**src/rtl/fetch_pc_ctrl_pkg.sv**
```systemverilog
// -----------------------------------------------------------------------------
// fetch_pc_ctrl_pkg
// Shared types and constants for the fetch-stage PC sequencer.
//   addr_t / word_t   : 32-bit address and instruction word types
//   DEFAULT_RESET_PC  : first fetch address after reset
//   fetch_state_t     : sequencer states
//   is_misaligned()   : true when an address is not word aligned
// -----------------------------------------------------------------------------
package fetch_pc_ctrl_pkg;

    typedef logic [31:0] addr_t;
    typedef logic [31:0] word_t;

    localparam addr_t DEFAULT_RESET_PC = 32'hBFC0_0000;
    localparam addr_t PC_STEP          = 32'd4;

    typedef enum logic [2:0] {
        S_RST,
        S_REQ,
        S_WAIT,
        S_DRAIN,
        S_HOLD
    } fetch_state_t;

    function automatic logic is_misaligned(input addr_t a);
        return a[1:0] != 2'b00;
    endfunction

endpackage

```
**src/rtl/fetch_pc_ctrl.sv**
```systemverilog
// -----------------------------------------------------------------------------
// fetch_pc_ctrl
// Fetch-stage PC sequencer. Owns the fetch PC, issues one instruction-bus
// request at a time, hands each fetched word to Decode over valid/ready and
// squashes wrong-path fetches when Execute redirects.
//
// Ports
//   clk, reset                 core clock; asynchronous active-high reset
//   ireq_valid/addr/ready      instruction request (addr stable until accepted)
//   iresp_valid/data           one response per accepted request
//   if_valid/pc/instr/ready    fetched word to Decode
//   redirect_valid/pc          one-cycle redirect pulse from Execute
//   if_adel                    fetch address error flag
//
// Build option
//   FETCH_ADEL_CHECK_EN : a misaligned PC is not fetched; a nop with if_adel=1
//                         is handed to Decode instead. Undefined: if_adel=0.
// -----------------------------------------------------------------------------
module fetch_pc_ctrl
    import fetch_pc_ctrl_pkg::*;
#(
    parameter addr_t RESET_PC = DEFAULT_RESET_PC
) (
    input  logic  clk,
    input  logic  reset,
    output logic  ireq_valid,
    output addr_t ireq_addr,
    input  logic  ireq_ready,
    input  logic  iresp_valid,
    input  word_t iresp_data,
    output logic  if_valid,
    output addr_t if_pc,
    output word_t if_instr,
    input  logic  if_ready,
    input  logic  redirect_valid,
    input  addr_t redirect_pc,
    output logic  if_adel
);

    fetch_state_t state_q;
    addr_t        pc_q, pc_d;
    addr_t        pend_q;        // redirect target waiting for the squashed response
    logic         redir_q;       // redirect seen while the request was unaccepted
    logic         ireq_valid_q;
    logic         if_valid_q;
    addr_t        if_pc_q;
    word_t        if_instr_q;
    logic         if_adel_q;

    logic         enter_req;     // this cycle ends with a new fetch at pc_d
    logic         adel_entry;    // ... but pc_d is misaligned and must not be fetched

    // Every path that starts a new fetch, and the PC it fetches. A redirect
    // always takes priority over the sequential +4.
    always_comb begin
        // NOTE: every variable gets a default first so no path infers a latch.
        enter_req = 1'b0;
        pc_d      = pc_q;
        case (state_q)
            S_RST: enter_req = 1'b1;
            S_WAIT: begin
                // Redirect racing the response: the word is wrong-path, and the
                // bus is already idle, so go straight to the target.
                if (iresp_valid && redirect_valid) begin
                    enter_req = 1'b1;
                    pc_d      = redirect_pc;
                end
            end
            S_DRAIN: begin
                if (iresp_valid) begin
                    enter_req = 1'b1;
                    pc_d      = redirect_valid ? redirect_pc : pend_q;
                end
            end
            S_HOLD: begin
                if (redirect_valid) begin
                    enter_req = 1'b1;
                    pc_d      = redirect_pc;
                end else if (if_ready) begin
                    enter_req = 1'b1;
                    pc_d      = pc_q + PC_STEP;   // wraps mod 2^32
                end
            end
            default: ;
        endcase
    end

`ifdef FETCH_ADEL_CHECK_EN
    assign adel_entry = enter_req && is_misaligned(pc_d);
`else
    assign adel_entry = 1'b0;
`endif

    // NOTE: sequential state uses non-blocking assignments only, so every
    // register samples the pre-edge values regardless of statement order.
    always_ff @(posedge clk or posedge reset) begin
        if (reset) begin
            state_q      <= S_RST;
            pc_q         <= RESET_PC;
            pend_q       <= '0;
            redir_q      <= 1'b0;
            ireq_valid_q <= 1'b0;
            if_valid_q   <= 1'b0;
            if_pc_q      <= RESET_PC;
            if_instr_q   <= '0;
            if_adel_q    <= 1'b0;
        end else begin
            pc_q <= pc_d;
            if (enter_req) begin
                redir_q <= 1'b0;
                if (adel_entry) begin
                    // Skip the bus: hand Decode a nop flagged as an address error.
                    state_q      <= S_HOLD;
                    ireq_valid_q <= 1'b0;
                    if_valid_q   <= 1'b1;
                    if_pc_q      <= pc_d;
                    if_instr_q   <= '0;
                    if_adel_q    <= 1'b1;
                end else begin
                    state_q      <= S_REQ;
                    ireq_valid_q <= 1'b1;
                    if_valid_q   <= 1'b0;
                    if_adel_q    <= 1'b0;
                end
            end else begin
                case (state_q)
                    S_REQ: begin
                        // The address must not move until accepted, so a
                        // redirect here is only remembered.
                        if (redirect_valid) pend_q <= redirect_pc;
                        if (ireq_ready) begin
                            ireq_valid_q <= 1'b0;
                            redir_q      <= 1'b0;
                            state_q      <= (redirect_valid || redir_q) ? S_DRAIN : S_WAIT;
                        end else if (redirect_valid) begin
                            redir_q <= 1'b1;
                        end
                    end
                    S_WAIT: begin
                        if (iresp_valid) begin
                            state_q    <= S_HOLD;
                            if_valid_q <= 1'b1;
                            if_pc_q    <= pc_q;
                            if_instr_q <= iresp_data;
                        end else if (redirect_valid) begin
                            pend_q  <= redirect_pc;
                            state_q <= S_DRAIN;
                        end
                    end
                    S_DRAIN: begin
                        if (redirect_valid) pend_q <= redirect_pc;   // latest wins
                    end
                    S_HOLD, S_RST: ;
                    default: state_q <= S_RST;
                endcase
            end
        end
    end

    assign ireq_valid = ireq_valid_q;
    assign ireq_addr  = pc_q;
    assign if_valid   = if_valid_q;
    assign if_pc      = if_pc_q;
    assign if_instr   = if_instr_q;
    assign if_adel    = if_adel_q;

endmodule
```
**config.mk**
```make
export PLATFORM = sky130hd
export DESIGN_NAME = fetch_pc_ctrl
export DESIGN_NICKNAME = d
export VERILOG_FILES = /design/src/rtl/fetch_pc_ctrl_pkg.sv /design/src/rtl/fetch_pc_ctrl.sv
export SDC_FILE = /design/constraint.sdc
export NUM_CORES = 1
export LEC_CHECK = 0
export ABC_AREA = 1
export CORE_MARGIN = 2
export CORE_UTILIZATION = 38
export DETAILED_ROUTE_END_ITERATION = 10
export MAX_ROUTING_LAYER = met4
export SETUP_SLACK_MARGIN = 0.02
export SYNTH_ARGS = -nofsm -noshare
export SYNTH_HDL_FRONTEND = slang
export SYNTH_SLANG_ARGS = --single-unit
```
**constraint.sdc**
```tcl
create_clock -name clk -period 6.7 [get_ports clk]
set_clock_uncertainty 0.15 [all_clocks]
set_input_delay 2.01 -clock clk [delete_from_list [all_inputs] [get_ports clk]]
set_output_delay 2.01 -clock clk [all_outputs]
set_load 0.005 [all_outputs]
```
==> impl_metrics.json, run 1 <==
{
  "status": "finished clean",
  "synth_edf_count": 0,
  "yosysTopAreaCellShare": 0.3907,
  "htreeDepth": 4,
  "max_clock_freq_mhz": 228.9,
  "drt_iter0_markers": 520,
  "synthFlopType": "dfrtp_1",
  "cts-root-buf": "clkbuf_16",
  "dpl.hpwl_um": 14530,
  "finalCritPeriodShare": 0.6521,
  "hold_viol_final": 0,
  "ys_types": 38,
  "grt_first_pass_wirelength_um": 32860,
  "ant_nets": 0,
  "place_congestion": 0.8547,
  "viasPerCell": 4.727,
  "grt_use_total": 0.2108,
  "antenna_found_initial": 0,
  "synth_fa_ha_area_frac": 0.001684,
  "boundaryPins": 169,
  "synth-simple-area-share": 0.2866,
  "async_flop_share": 1.000,
  "die_y_um": 143.8,
  "synthesis.area_mm2": 0.007430,
  "synth_compound_area_frac": 0.1541,
  "yosys_warnings": 0,
  "drcViolationCount": 0,
  "yosys.area.top_type": "dfrtp_1",
  "synth_common_cells": "nand2_1, dfrtp_1, inv_1",
  "grt_max_degree": 78,
  "cts_tree": "built",
  "reg2reg_slack_ns": 3.65,
  "tightest_slew_ns": 0.8309,
  "cts_sinks": 134,
  "synth-xor-area-share": 0.007073,
  "core-area_mm2": 0.01933,
  "cts_inserted_buffers": 17,
  "arrival_ns": 4.53,
  "rsz0062_at_grt": "false",
  "synth_top_family_by_area": "simple AND/OR/NAND/NOR gates",
  "slew_violations": 0,
  "hold_path.class": "flop to flop",
  "clockBufferDepth": 2,
  "p_leak_nw": 4.767,
  "hold_depth": 2,
  "diodes": 0,
  "wire_per_inst_um": 14.51,
  "setup_violations": 0,
  "drive_gt1_frac": 0.1146,
  "critPathKind": "input port to flop",
  "clkTransAtPathRegs_ns": 0.06,
  "die_w_um": 143.8,
  "first_global_vias": 6245,
  "post_cts_buffers": 0,
  "ys_seq_area_frac": 0.4544,
  "gr-total-overflow": 0,
  "synthMuxAreaShare": 0,
  "p_total_w": 0.004499,
  "critPathCaptureType": "flop",
  "p_per_area_mw_per_mm2": 459.4,
  "synth.avg_cell_area_um2": 7.385,
  "yosys-top-cells-area": "dfrtp_1, nand2_1, o21ai_2",
  "cp.required_ns": 6.86,
  "nNetsFinal": 1227,
  "dieArea_mm2": 0.02069,
  "yosysMostFrequentCell": "nand2_1",
  "cts_resized": 0,
  "maxCapViolations": 0,
  "vias": 6779,
  "drt_first_pass_iters": 7,
  "fin_crit_ns": 4.369,
  "synth_cells": 1006,
  "num_rows": 51,
  "cts_hold_buf": 0,
  "synth_nets": 1077,
  "maxSlewHeadroom": 0.4453,
  "path_max_fanout": 52,
  "startpoint_type": "input port",
  "port_buffers": 167,
  "tns_ns": 0,
  "drt-total-wl_um": 20800,
  "irDropWorstVdd_mv": 0.3340,
  "rr_worst_depth": 9,
  "syn_to_final_growth_pct": 31.81,
  "initial_core_util": 0.3843,
  "ys_ff_latch": 134,
  "clk-insertion-delay-late_ns": 0.43
}
[area by class of cell]
cell class                      instances  area [um2]
Clock inverter                         14       130.1
Sequential cell                       134        3376
Tap cell                              265       331.6
Inverter                              115       436.7
Multi-Input combinational cell        713        3346
Timing Repair Buffer                  175        1744
Fill cell                            1944        9542
Clock buffer                           18       429.2
[per-layer routing]
metal  vias up  part of all wire  global-route usage
met3        23             0.051             0.03466
met2       208              0.45              0.3090
met5         -                 0                   -
met4         0             0.014             0.07224
li1       3461                 -                   -
met1      3087              0.49              0.2962
[cell usage in the layout (no fill, tap or decap), types with 5 or more instances in the layout]
cell type,netlist,routed
buf_4,2,7
clkbuf_16,0,17
nand2_1,395,395
a21oi_1,39,39
o21ai_2,64,64
inv_2,6,6
o21ai_0,49,49
and3_1,16,16
dfstp_2,18,18
nand3_1,26,26
dfrtp_1,116,116
clkinvlp_4,0,5
clkdlybuf4s50_1,0,167
o22ai_1,5,5
a31oi_1,7,7
xor2_1,6,6
inv_1,109,108
nor2_1,79,79
[worst max-delay path, stage by stage]
cell and delay, ns:
clkdlybuf4s50_1 0.48, buf_4 0.42, or2_1 0.20, nor2_1 0.06
nor2_1 0.13, nand2_2 0.16, inv_2 0.65, nand3_1 0.16
o21a_1 0.22
[state kept, by name (all words and copies together) (netlist names)]
register    cells
if_instr       32
if_pc          32
if_valid        1
ireq_addr      32
ireq_valid      1
pend_q         32
redir_q         1
state_q         3
[worst paths after layout]
check / from / endpoint
setup reg to reg: state_q[2]$_DFFE_PP0P_ / ireq_addr[18]$_DFFE_PP0P_
hold reg to reg: if_pc[28]$_DFFE_PP1P_ / if_pc[28]$_DFFE_PP1P_
hold / removal: if_pc[28]$_DFFE_PP1P_ / if_pc[28]$_DFFE_PP1P_
max in group asynchronous: reset / ireq_addr[8]$_DFFE_PP0P_
setup / recovery: redirect_valid / ireq_addr[18]$_DFFE_PP0P_
min in group asynchronous: reset / if_instr[12]$_DFFE_PP0P_
[power by group]
part           internal (W)  switching (W)
clock network      0.000512       0.000376
logic              0.000956        0.00110
registers           0.00123       0.000325
total               0.00270        0.00180
[cells by family (layout without fill, tap and decap cells)]
kind of cell | Yosys count | count (layout)
AND/OR/NAND/NOR | 532 | 532
AO/OA/AOI/OAI | 173 | 173
buffers and inverters | 159 | 322
flip-flops | 134 | 134
XOR/XNOR | 6 | 6
adder cells (fa/ha/maj) | 1 | 1
other | 1 | 1
[metrics by stage]
step	hold WS, ns	worst slack (ns)	cells	util	area (um2)
final	0.3270	2.331	1434	0.5065	9793
after global routing	0.3386	2.108	1434	0.5065	9793
after global placement	0.3132	1.957	1402	0.4776	9234
after CTS	0.3303	2.343	1434	0.5065	9793
after detailed placement	0.3162	1.904	1402	0.4776	9234
after floorplan	0.3034	0.9870	1006	-	7430
Note: power is estimated with default switching activity, not from simulation.
==> run 2, diff against run 1 <==
==> constraint.sdc (replaced) <==
create_clock -name clk -period 4.5 [get_ports clk]
set_clock_uncertainty 0.15 [all_clocks]
set_input_delay 1.35 -clock clk [delete_from_list [all_inputs] [get_ports clk]]
set_output_delay 1.35 -clock clk [all_outputs]
set_load 0.005 [all_outputs]
==> run 2 against run 1 <==
  * Sequential power rose by 48%
  * Critical endpoint is now ireq_addr[10]$_DFFE_PP0P_
  * Flip-flop and latch count did not move
  * Final area rose by 0.93%
  * First-iteration DRC count fell by 11%
  * Die area did not move
  * Final cell count rose by 0.28%
==> impl_metrics.json, run 2 (synthesis results as in run 1) <==
{
  "cts_tree": "built",
  "diodes": 0,
  "drt-total-wl_um": 20650,
  "cts_hold_buf": 0,
  "cts_resized": 0,
  "die_y_um": 143.8,
  "clkTransAtPathRegs_ns": 0.06,
  "cp_cell_sequence": "clkdlybuf4s50_1 > nand4_1 > o21ai_1 > nand2_2 > inv_2 > buf_4 > nor2_1 > a41oi_1",
  "gr-total-overflow": 0,
  "hold_path.class": "flop to flop",
  "cpLargestDelayFamily": "buffers and inverters",
  "max_clock_freq_mhz": 291.0,
  "cp_slowest_cell": "clkdlybuf4s50_1",
  "drt_first_pass_iters": 5,
  "status": "finished clean",
  "drcViolationCount": 0,
  "syn_to_final_growth_pct": 33.04,
  "seqCellArea_mm2": 0.003376,
  "post_cts_buffers": 0,
  "first_global_vias": 6331,
  "rr_worst_depth": 10,
  "clockBufferDepth": 2,
  "drive_gt1_frac": 0.1176,
  "cts_sinks": 134,
  "fin_ws_ns": 1.063,
  "dieArea_mm2": 0.02069,
  "vias": 6717,
  "grt_first_pass_wirelength_um": 33050,
  "dpl.hpwl_um": 14660,
  "r2r-end": "ireq_addr[10]$_DFFE_PP0P_",
  "multi_input_area_mm2": 0.003346,
  "wire_per_inst_um": 14.36,
  "die_w_um": 143.8,
  "arrival_ns": 3.62,
  "drt_iter0_markers": 463,
  "finalCritPeriodShare": 0.7637,
  "port_buffers": 167,
  "boundaryPins": 169,
  "slew_violations": 0,
  "clk-insertion-delay-late_ns": 0.42,
  "critPathKind": "input port to flop",
  "placedCellCount": 1406,
  "maxCapViolations": 0,
  "post-route-util": 0.5112,
  "path_max_fanout": 39,
  "fin_cells": 1438,
  "reg2reg_slack_ns": 1.51,
  "cts-root-buf": "clkbuf_16",
  "dpl_worst_slack_ns": 0.6713,
  "worstHoldStart": "if_instr[20]$_DFFE_PP0P_",
  "initial_core_util": 0.3843,
  "place_congestion": 0.8510,
  "hold_depth": 2,
  "critPathCaptureType": "flop",
  "grt_max_degree": 80,
  "viasPerCell": 4.671,
  "r2r-start": "state_q[2]$_DFFE_PP0P_",
  "final_cell_mix": "nand2_1, clkdlybuf4s50_1, dfrtp_1",
  "holdPathEnd": "if_instr[20]$_DFFE_PP0P_",
  "setup_violations": 0,
  "p_per_area_mw_per_mm2": 691.4,
  "startpoint_type": "input port",
  "num_rows": 51,
  "critical_path.max_stage_delay_ns": 0.53,
  "hold_viol_final": 0,
  "maxSlewHeadroom": 0.5659,
  "fin_crit_ns": 3.437,
  "rsz0062_at_grt": "false",
  "p_leak_nw": 4.814,
  "final_common_cell": "nand2_1",
  "num-fill-cells": 1901,
  "cp.required_ns": 4.68,
  "htreeDepth": 4,
  "tightest_slew_ns": 0.6501,
  "ant_nets": 0,
  "grt_use_total": 0.2112,
  "nNetsFinal": 1231,
  "crit_buf_inv": 3,
  "irDropWorstVdd_mv": 0.2956,
  "core-area_mm2": 0.01933,
  "antenna_found_initial": 0,
  "cts_inserted_buffers": 17,
  "tns_ns": 0
}
==> run 2: cell types whose count changed in the layout (fill, tap and decap cells not counted), sizes merged <==
cell    delta
buf        +4
bufinv     +2
clkbuf     +2
clkinv     -1
inv        -3
==> run 2: worst max-delay path by stage <==
| stage | cells after the start | startpoint | end |
|---|---|---|---|
| after floorplan | 1 | reset | if_instr[0]$_DFFE_PP0P_ |
| after global placement | 8 | iresp_valid | ireq_addr[10]$_DFFE_PP0P_ |
| after detailed placement | 8 | iresp_valid | ireq_addr[10]$_DFFE_PP0P_ |
| after CTS | 8 | iresp_valid | ireq_addr[10]$_DFFE_PP0P_ |
| after global routing | 8 | iresp_valid | ireq_addr[10]$_DFFE_PP0P_ |
| final | 8 | iresp_valid | ireq_addr[10]$_DFFE_PP0P_ |
==> run 2: tightest hold or removal path: stages (launching register included) <==
cell     delay (ns)
dfrtp_1        0.34
nand2_1        0.06
o21ai_2        0.05
==> run 2: area by class of cell <==
cell class                 count  area share
timing repair buffer         179      0.1808
multi-input combinational    713      0.3385
tap                          265     0.03354
clock buffer                  20     0.04620
clock inverter                12     0.01544
inverter                     115     0.04405
sequential                   134      0.3415
==> run 2: metrics by stage <==
| step | hold WS [ns] | area [um2] | power, W |
|---|---|---|---|
| global placement | 0.3121 | 9275 | 0.005394 |
| global route | 0.3439 | 9884 | 0.007411 |
| finish | 0.3272 | 9884 | 0.006834 |
| CTS | 0.3315 | 9884 | 0.006905 |
| floorplan | 0.3034 | 7433 | 0.004007 |
| detailed placement | 0.3171 | 9275 | 0.005444 |
==> run 2: power breakdown <==
group | leakage [nW] | switching [W] | total [W] | internal [W]
sequential | 1.62 | 0.000480 | 0.00231 | 0.00183
combinational | 2.90 | 0.00164 | 0.00309 | 0.00146
clock | 0.288 | 0.000529 | 0.00143 | 0.000898
==> run 2: layer usage <==
layer / vias to the layer above / global-route usage / wire (um)
met3: 26 / 0.03632 / 1015
met1: 3042 / 0.2873 / 10060
met2: 174 / 0.3241 / 9253
met4: 0 / 0.06347 / 316
met5: - / - / 0
li1: 3475 / - / -
